==> src/rtl/bcd_tick_counter_if.sv <==
// Bus bundle for bcd_tick_counter: control inputs plus packed BCD digits,
// per-digit enables and status flags.
interface bcd_tick_counter_if #(
   parameter int DIGITS = 2
);
   logic                  start;
   logic                  clear;
   logic                  up_dn;
   logic [4*DIGITS-1:0]   bcd;
   logic [DIGITS-1:0]     digit_en;
   logic                  running;
   logic                  wrap;

   modport master (
      output start, clear, up_dn,
      input  bcd, digit_en, running, wrap
   );

   modport slave (
      input  start, clear, up_dn,
      output bcd, digit_en, running, wrap
   );
endinterface

==> src/rtl/bcd_tick_counter.sv <==
// Multi-digit BCD up/down tick counter with prescaler, RUN/IDLE toggle,
// synchronous clear, wrap pulse and leading-zero blanking enables.

// One decade of the ripple chain: pure combinational step of a single digit.
module bcd_digit (
   input  logic [3:0] d,
   input  logic       up,
   input  logic       cin,
   output logic [3:0] q,
   output logic       cout
);
   // increment/decrement when the lower decade carries/borrows in
   always_comb begin
      q    = d;
      cout = 1'b0;
      if (cin) begin
         if (up) begin
            // anything at or above 9 (including forced non-BCD) rolls to 0
            if (d >= 4'd9) begin
               q    = 4'd0;
               cout = 1'b1;
            end else begin
               q = d + 4'd1;
            end
         end else begin
            if (d == 4'd0) begin
               q    = 4'd9;
               cout = 1'b1;
            end else begin
               q = d - 4'd1;
            end
         end
      end
   end
endmodule

module bcd_tick_counter #(
   parameter int          DIGITS   = 2,
   parameter int unsigned PRESCALE = 50000000,
   parameter int          PW       = 32
) (
   input  logic             clk,
   input  logic             rst,
   bcd_tick_counter_if.slave bus
);
   localparam logic [PW-1:0] PS_LAST = PW'(PRESCALE - 1);

   typedef enum logic {IDLE, RUN} state_t;

   state_t                  state, state_nxt;
   logic                    run_act;
   logic                    start_q, armed, start_edge;
   logic [PW-1:0]           psc;
   logic                    tick;
   logic [DIGITS-1:0][3:0]  dig, dig_nxt;
   logic [DIGITS:0]         cy;
   logic                    wrap_q;
   logic [DIGITS-1:0]       en;
   logic                    nz;

   // Edge detect needs two post-reset samples: a start level held through
   // reset is only loaded into start_q and never seen as a rising edge.
   always_ff @(posedge clk or posedge rst) begin
      if (rst) begin
         start_q <= 1'b0;
         armed   <= 1'b0;
      end else begin
         start_q <= bus.start;
         armed   <= 1'b1;
      end
   end

   assign start_edge = armed & bus.start & ~start_q;

   // state register
   always_ff @(posedge clk or posedge rst) begin
      if (rst) state <= IDLE;
      else     state <= state_nxt;
   end

   // start edge toggles RUN/IDLE; clear has no effect on state
   always_comb begin
      state_nxt = state;
      run_act   = 1'b0;
      if (state == RUN) run_act = 1'b1;
      if (start_edge) state_nxt = (state == RUN) ? IDLE : RUN;
   end

   // tick only from RUN, so an IDLE->RUN edge never ticks in its own cycle
   assign tick = run_act & (psc == PS_LAST) & ~bus.clear;

   // prescaler counts in RUN, holds in IDLE so a pause keeps the partial period
   always_ff @(posedge clk or posedge rst) begin
      if (rst)              psc <= '0;
      else if (bus.clear)   psc <= '0;
      else if (run_act)     psc <= (psc == PS_LAST) ? '0 : psc + 1'b1;
   end

   assign cy[0] = 1'b1;

   genvar gi;
   generate
      for (gi = 0; gi < DIGITS; gi++) begin : g_dig
         bcd_digit u_dig (
            .d    (dig[gi]),
            .up   (bus.up_dn),
            .cin  (cy[gi]),
            .q    (dig_nxt[gi]),
            .cout (cy[gi+1])
         );
      end
   endgenerate

   // digit registers and wrap pulse: clear > tick > hold
   always_ff @(posedge clk or posedge rst) begin
      if (rst) begin
         dig    <= '0;
         wrap_q <= 1'b0;
      end else if (bus.clear) begin
         dig    <= '0;
         wrap_q <= 1'b0;
      end else if (tick) begin
         dig    <= dig_nxt;
         wrap_q <= cy[DIGITS];
      end else begin
         wrap_q <= 1'b0;
      end
   end

   // leading-zero blanking: digit i lit if it or any higher digit is non-zero
   always_comb begin
      en    = '0;
      nz    = 1'b0;
      en[0] = 1'b1;
      for (int i = DIGITS - 1; i > 0; i--) begin
         nz    = nz | (dig[i] != 4'd0);
         en[i] = nz;
      end
   end

   assign bus.bcd      = dig;
   assign bus.digit_en = en;
   assign bus.running  = (state == RUN);
   assign bus.wrap     = wrap_q;
endmodule

==> src/flat_wrapper.sv <==
// flat-port wrapper written by rule: the top's interface ports become plain ports
module bcd_tick_counter_flat 
#(
   parameter int          DIGITS   = 2,
   parameter int unsigned PRESCALE = 50000000,
   parameter int          PW       = 32
)
  (clk, rst, bus_start, bus_clear, bus_up_dn, bus_bcd, bus_digit_en, bus_running, bus_wrap);
  bcd_tick_counter_if #(.DIGITS(DIGITS)) bus_i ();
  input  logic clk;
  input  logic rst;
  input wire logic [$bits(bus_i.start)-1:0] bus_start;
  input wire logic [$bits(bus_i.clear)-1:0] bus_clear;
  input wire logic [$bits(bus_i.up_dn)-1:0] bus_up_dn;
  output wire logic [$bits(bus_i.bcd)-1:0] bus_bcd;
  output wire logic [$bits(bus_i.digit_en)-1:0] bus_digit_en;
  output wire logic [$bits(bus_i.running)-1:0] bus_running;
  output wire logic [$bits(bus_i.wrap)-1:0] bus_wrap;
  assign bus_i.start = bus_start;
  assign bus_i.clear = bus_clear;
  assign bus_i.up_dn = bus_up_dn;
  assign bus_bcd = bus_i.bcd;
  assign bus_digit_en = bus_i.digit_en;
  assign bus_running = bus_i.running;
  assign bus_wrap = bus_i.wrap;
  bcd_tick_counter #(.DIGITS(DIGITS), .PRESCALE(PRESCALE), .PW(PW)) u_core (.clk(clk), .rst(rst), .bus(bus_i));
endmodule
==> config.mk <==
export PLATFORM = sky130hd
export DESIGN_NAME = bcd_tick_counter_flat
export DESIGN_NICKNAME = d
export VERILOG_FILES = /design/src/rtl/bcd_tick_counter_if.sv /design/src/rtl/bcd_tick_counter.sv /design/src/flat_wrapper.sv
export SDC_FILE = /design/constraint.sdc
export NUM_CORES = 1
export LEC_CHECK = 0
export ABC_AREA = 1
export BUFFER_PORTS_ARGS = -buffer_cell sky130_fd_sc_hd__buf_2
export CORE_MARGIN = 3
export CORE_UTILIZATION = 50
export CTS_BUF_LIST = sky130_fd_sc_hd__clkbuf_2
export CTS_CLUSTER_SIZE = 10
export DETAILED_ROUTE_END_ITERATION = 8
export GPL_TIMING_DRIVEN = 1
export PLACE_DENSITY = 0.74
export SYNTH_ARGS = -nofsm -noshare
export SYNTH_HDL_FRONTEND = slang
export SYNTH_SLANG_ARGS = --single-unit
==> constraint.sdc <==
create_clock -name clk -period 3.1 [get_ports clk]
set_clock_uncertainty 0.1 [all_clocks]
set_input_delay 0.465 -clock clk [delete_from_list [all_inputs] [get_ports clk]]
set_output_delay 0.465 -clock clk [all_outputs]
set_load 0.05 [all_outputs]
Word-level counts from Yosys, hierarchy flattened
Index checks and enable logic that the tools add are counted.

Flip-flop bits (word level): 44. Bits in latches: 0. Bits in writable memories: 0. Bits in read-only memories: 0. Input bits: 5. Output and inout bits: 12. Logic and storage cells: 51. Memories kept: 0.

$add $sub $neg: 5. $mul: 0. Divide/modulo/power cells: 0. Order comparisons: 2. Equality and inequality tests: 1. Shifts and indexed selects: 0. Muxes and demuxes: 23. Bitwise gates (word level): 6. Reductions and logical operators: 7.

Operators with widths (number): 32-bit 2-to-1 mux (3); 32-bit by 1-bit adder with 32-bit output (second input constant) (1); 32-bit by 26-bit == test with 1-bit output (second input constant) (1); 4-bit 2-to-1 mux (7); 8-bit 2-to-1 mux (2); 1-bit 2-to-1 mux (11); 4-bit by 1-bit adder with 4-bit output (second input constant) (2); 4-bit >= comparator (second input constant) (2); 4-bit zero test (2); 4-bit by 1-bit subtractor with 4-bit output (second input constant) (2); 2-bit nonzero test (3); 1-bit bitwise AND (4); 4-bit nonzero test (1); 1-bit inverter (2); 2-bit AND reduction (1).

Longest topological paths before layout
Depth in word-level cells: 6. Depth in mapped cells: 11. Gate-level depth less buffers: 11.

Hierarchy
From an unflattened synthesis, not the netlist that was laid out.

Cells, all modules: 491. Area total of the unflattened synthesis: 3434.5 um^2.

By module, submodules not included: bcd_tick_counter (times used 1, cells an instance 393, area an instance 2879.0 um^2, sequential area each 1101.1 um^2); bcd_digit (times used 2, cells an instance 49, area an instance 277.8 um^2, sequential area each 0.0 um^2).

Worst setup path after synthesis
OpenSTA, ideal clock, no wires.

Kind: register to register. Start point: register u_core.dig (netlist bit u_core.bus.bcd[0]). End point: register u_core.dig (netlist bit u_core.bus.bcd[4]). Library setup time: 65 ps. Data arrival time: 1839 ps. Data required time: 2935 ps. Path slack: 1095 ps. Cell stages (with the launch flop): 12. Path buffers: 0. Clock period less this slack: 2005 ps. Path through: dfrtp_1 > inv_1 > ha_1 > nand2_1 > nor2_1 > nor2_1 > inv_1 > nand2_1 > nand2_1 > nand2_4 > nand2_1 > nand2_1.

Longest elaborated chain between the ends: 5. Elaborated cells on any way between the ends: 7. Classes of those cells: order compare (1); mux (3); reduce/logical (3).

RTL lines: from (decl) (line bcd_tick_counter.sv:55) `logic [DIGITS-1:0][3:0] dig, dig_nxt;`; from (signal assigned) (line bcd_tick_counter.sv:123) `dig <= dig_nxt;`; 4-bit >= comparator / 4-bit zero test (equally long branches) (line bcd_tick_counter.sv:19, bcd_tick_counter.sv:26); 1-bit 2-to-1 mux (on tied branches) (line bcd_tick_counter.sv:19, bcd_tick_counter.sv:26); 1-bit 2-to-1 mux * (line bcd_tick_counter.sv:17) `if (up) begin`; 2-bit nonzero test (no source line) *; 2-bit AND reduction (no source line) *.

Every way passes the cells marked *; elsewhere a longest branch is shown, timed or not. A chain may end at the register's enable or synchronous reset.

Final worst setup path
Start point: register u_core.dig (netlist bit u_core.bus.bcd[4]). End point: output bus_digit_en[1].

Longest elaborated chain between the ends: 1.

RTL lines: 4-bit nonzero test (line bcd_tick_counter.sv:136) `nz = nz | (dig[i] != 4'd0);`; to (decl) (line flat_wrapper.sv:16) `output wire logic [$bits(bus_i.digit_en)-1:0] bus_digit_en;`.

No other way between the ends.

==> flow_summary.toml <==
[clock_network]
htreeDepth = 2
cts_setup_buffers = 0
insertion_delay_ns = 0.42
path_clk_slew_ns = 0.25
cts-resized-gates = 0
clock_path_buffers = 2
cts_hold_buf = 0
clkSinkCount = 44
clockRootBuffer = "clkbuf_2"
cts_tree = "yes"
cts_buffers = 5

[yosys]
synthesis.area_um2 = 3043
yosysSeqAreaShare_pct = 36.18
synthCells = 438
avgSynthCellArea_um2 = 6.947
ys_seq_elements = 44
ys_types = 34
ys.warnings.count = 0

[floorplan]
die_h_um = 84.01
dieArea_um2 = 7058
die_w_um = 84.01
ioPinCount = 17
core-area_um2 = 5709
rows = 27
initial_core_util_pct = 53.30

[routing]
wl_per_cell_um = 13.27
avgViaCountPerCell = 5.274
drt_iter0_drc = 246
ant_nets = 0
drc = 0
drtPass1Iterations = 5
wirelength_mm = 6.967
vias = 2769

[critical_path]
worstReg2RegStart = "u_core.psc[0]$_DFFE_PP0P_"
path_buf_inv = 2
worst-setup-path-type = "reg2out"
start_kind = "register"
reg2reg_depth = 10
slowest_delay_ns = 0.52
crit_chain = "inv_1 -> ha_1 -> nand2_1 -> buf_2"
end_kind = "primary output"
critPathArrivalTime_ns = 1.68
cp_slowest_cell = "dfrtp_1"
crit_fanout = 7
required_ns = 2.53
worst_path_dominant_cell_family = "flip-flops"
r2r_slack_ns = 1.08
r2r_end = "u_core.bus.bcd[3]$_DFFE_PP0P_"

[power_and_ir_drop]
seqPwrFrac_pct = 50.6
switching_share_pct = 36.45
p_clk_share_pct = 25.8
p_int_mw = 0.8264
comb_power_share_pct = 23.5
power_leakage_nw = 1.458
powerDensity_nw_per_um2 = 403.3
worst_ir_drop_vdd_mv = 0.3583
switchingPower_mw = 0.4739

[hold_path]
hold_class = "in2async"

[place]
io_buffer_count = 15
dpl_cell_area_um2 = 3147
routabilityCongestion = 0.9194
hpwl_mm = 5.269

[sta]
whs_ns = 0.09519
finalHoldViolCount = 0
drv_slew = 0
slew_headroom_pct = 37.91
tightest_slew_ns = 0.9300
finalCritPeriodShare_pct = 72.31
period_needed_ns = 2.242
fmax_ghz = 0.4461
setup-violations-final = 0
tns_ns = 0
rsz0062_at_grt = "false"

[cells_and_area]
fillers = 545
layout_common_cells = "nand2_1 (110), nor2_1 (79), inv_1 (46), dfrtp_1 (44), nand3_1 (33)"
nets = 465
syn_to_final_growth_pct = 5.962
final_common_cell = "nand2_1"
n_antenna_cell = 0
drive_gt1_share_pct = 11.26
fin_area_um2 = 3224

[grt]
grt_overflow = 0
grt_pass1_wl_mm = 12.07
grt_max_degree = 45
antenna_found_initial = 0
grt.total_usage_pct = 20.65
grt_pass1_vias = 2579

[flow_run]
maxCapViolations = 0

[outcome]
status = "finished, final reports clean"
## power groups by stage
stage / registers [mW] / clock network, mW / logic (mW)
finish: 0.658 / 0.336 / 0.306
global route: 0.666 / 0.364 / 0.338
CTS: 0.659 / 0.344 / 0.308
detailed placement: 0.669 / 0 / 0.307
global placement: 0.668 / 0 / 0.303
floorplan: 0.711 / 0 / 0.211
## metal layers
metal / track usage, % / vias up / routed length, um
li1: - / 1410 / -
met1: 29.27 / 1251 / 3296
met5: 0 / - / 0
met3: 3.356 / 11 / 377
met2: 32.18 / 97 / 3155
met4: 6.579 / 0 / 137
## cells in the mapped netlist
library cell / instances / share of area, %
nand2_1: 110 / 14
nor2_1: 79 / 9.7
inv_1: 47 / 5.8
dfrtp_1: 44 / 36
nand3_1: 33 / 5.4
o21ai_0: 18 / 3.0
nor3_1: 13 / 2.1
a21oi_1: 11 / 1.8
nand4_1: 10 / 2.1
nor2_2: 9 / 1.9
ha_1: 8 / 3.3
xor2_1: 7 / 2.0
xnor2_1: 6 / 1.7
nand2_2: 5 / 1.0
nor2_4: 5 / 1.9
buf_4: 4 / 0.99
clkbuf_1: 4 / 0.49
nand3b_1: 4 / 0.99
nand2_4: 3 / 1.1
nand3_4: 2 / 1.2
nor4_1: 2 / 0.41
o21ai_1: 2 / 0.33
a31oi_1: 1 / 0.21
and2_1: 1 / 0.21
and3_1: 1 / 0.21
buf_2: 1 / 0.16
buf_8: 1 / 0.49
clkinv_1: 1 / 0.12
conb_1: 1 / 0.12
inv_2: 1 / 0.12
nor2_8: 1 / 0.66
nor3_2: 1 / 0.33
o22ai_1: 1 / 0.21
o31ai_1: 1 / 0.25
## final cells by class
class                           instances  area (um^2)  share of cell area (%)
Clock buffer                            5        25.02                  0.7761
Clock inverter                          3        42.54                   1.319
Inverter                               49        183.9                   5.704
Multi-Input combinational cell        336         1697                   52.62
Sequential cell                        44         1101                   34.15
Tap cell                               72        90.09                   2.794
Timing Repair Buffer                   16        85.08                   2.639
## state kept, by name (all words and copies together) (netlist names)
name                cells
u_core.armed            1
u_core.start_q          1
u_core.bus.wrap         1
u_core.psc             32
u_core.bus.running      1
u_core.bus.bcd          8
## cell families after synthesis
logic type,share of synthesized area (%)
buf+inv,8.182
compound gates,5.757
xor+xnor,3.742
other cells,0.1232
flops,36.18
simple gates,42.72
fa+ha+maj,3.290
## worst max path at each step
| stage | slack [ns] | startpoint | end | cells after the start |
|---|---|---|---|---|
| floorplan | 1.10 | u_core.bus.bcd[0]$_DFFE_PP0P_ | u_core.bus.bcd[4]$_DFFE_PP0P_ | 11 |
| global placement | 1.18 | bus_clear | u_core.psc[20]$_DFFE_PP0P_ | 8 |
| detailed placement | 1.12 | bus_clear | u_core.psc[20]$_DFFE_PP0P_ | 8 |
| CTS | 0.84 | u_core.bus.bcd[4]$_DFFE_PP0P_ | bus_digit_en[1] | 4 |
| global route | 0.69 | u_core.bus.bcd[4]$_DFFE_PP0P_ | bus_digit_en[1] | 4 |
| finish | 0.86 | u_core.bus.bcd[4]$_DFFE_PP0P_ | bus_digit_en[1] | 4 |
## stage by stage
stage               power [mW]  utilization (%)  setup WS [ns]  instances
finish                   1.300            56.48         0.8583        525
global route             1.368            56.48         0.6927        525
CTS                      1.310            56.30         0.8351        524
detailed placement      0.9755            55.12          1.124        516
global placement        0.9706            55.12          1.179        516
floorplan               0.9218                -          1.095        439
Power figures use the tool's default switching activity.
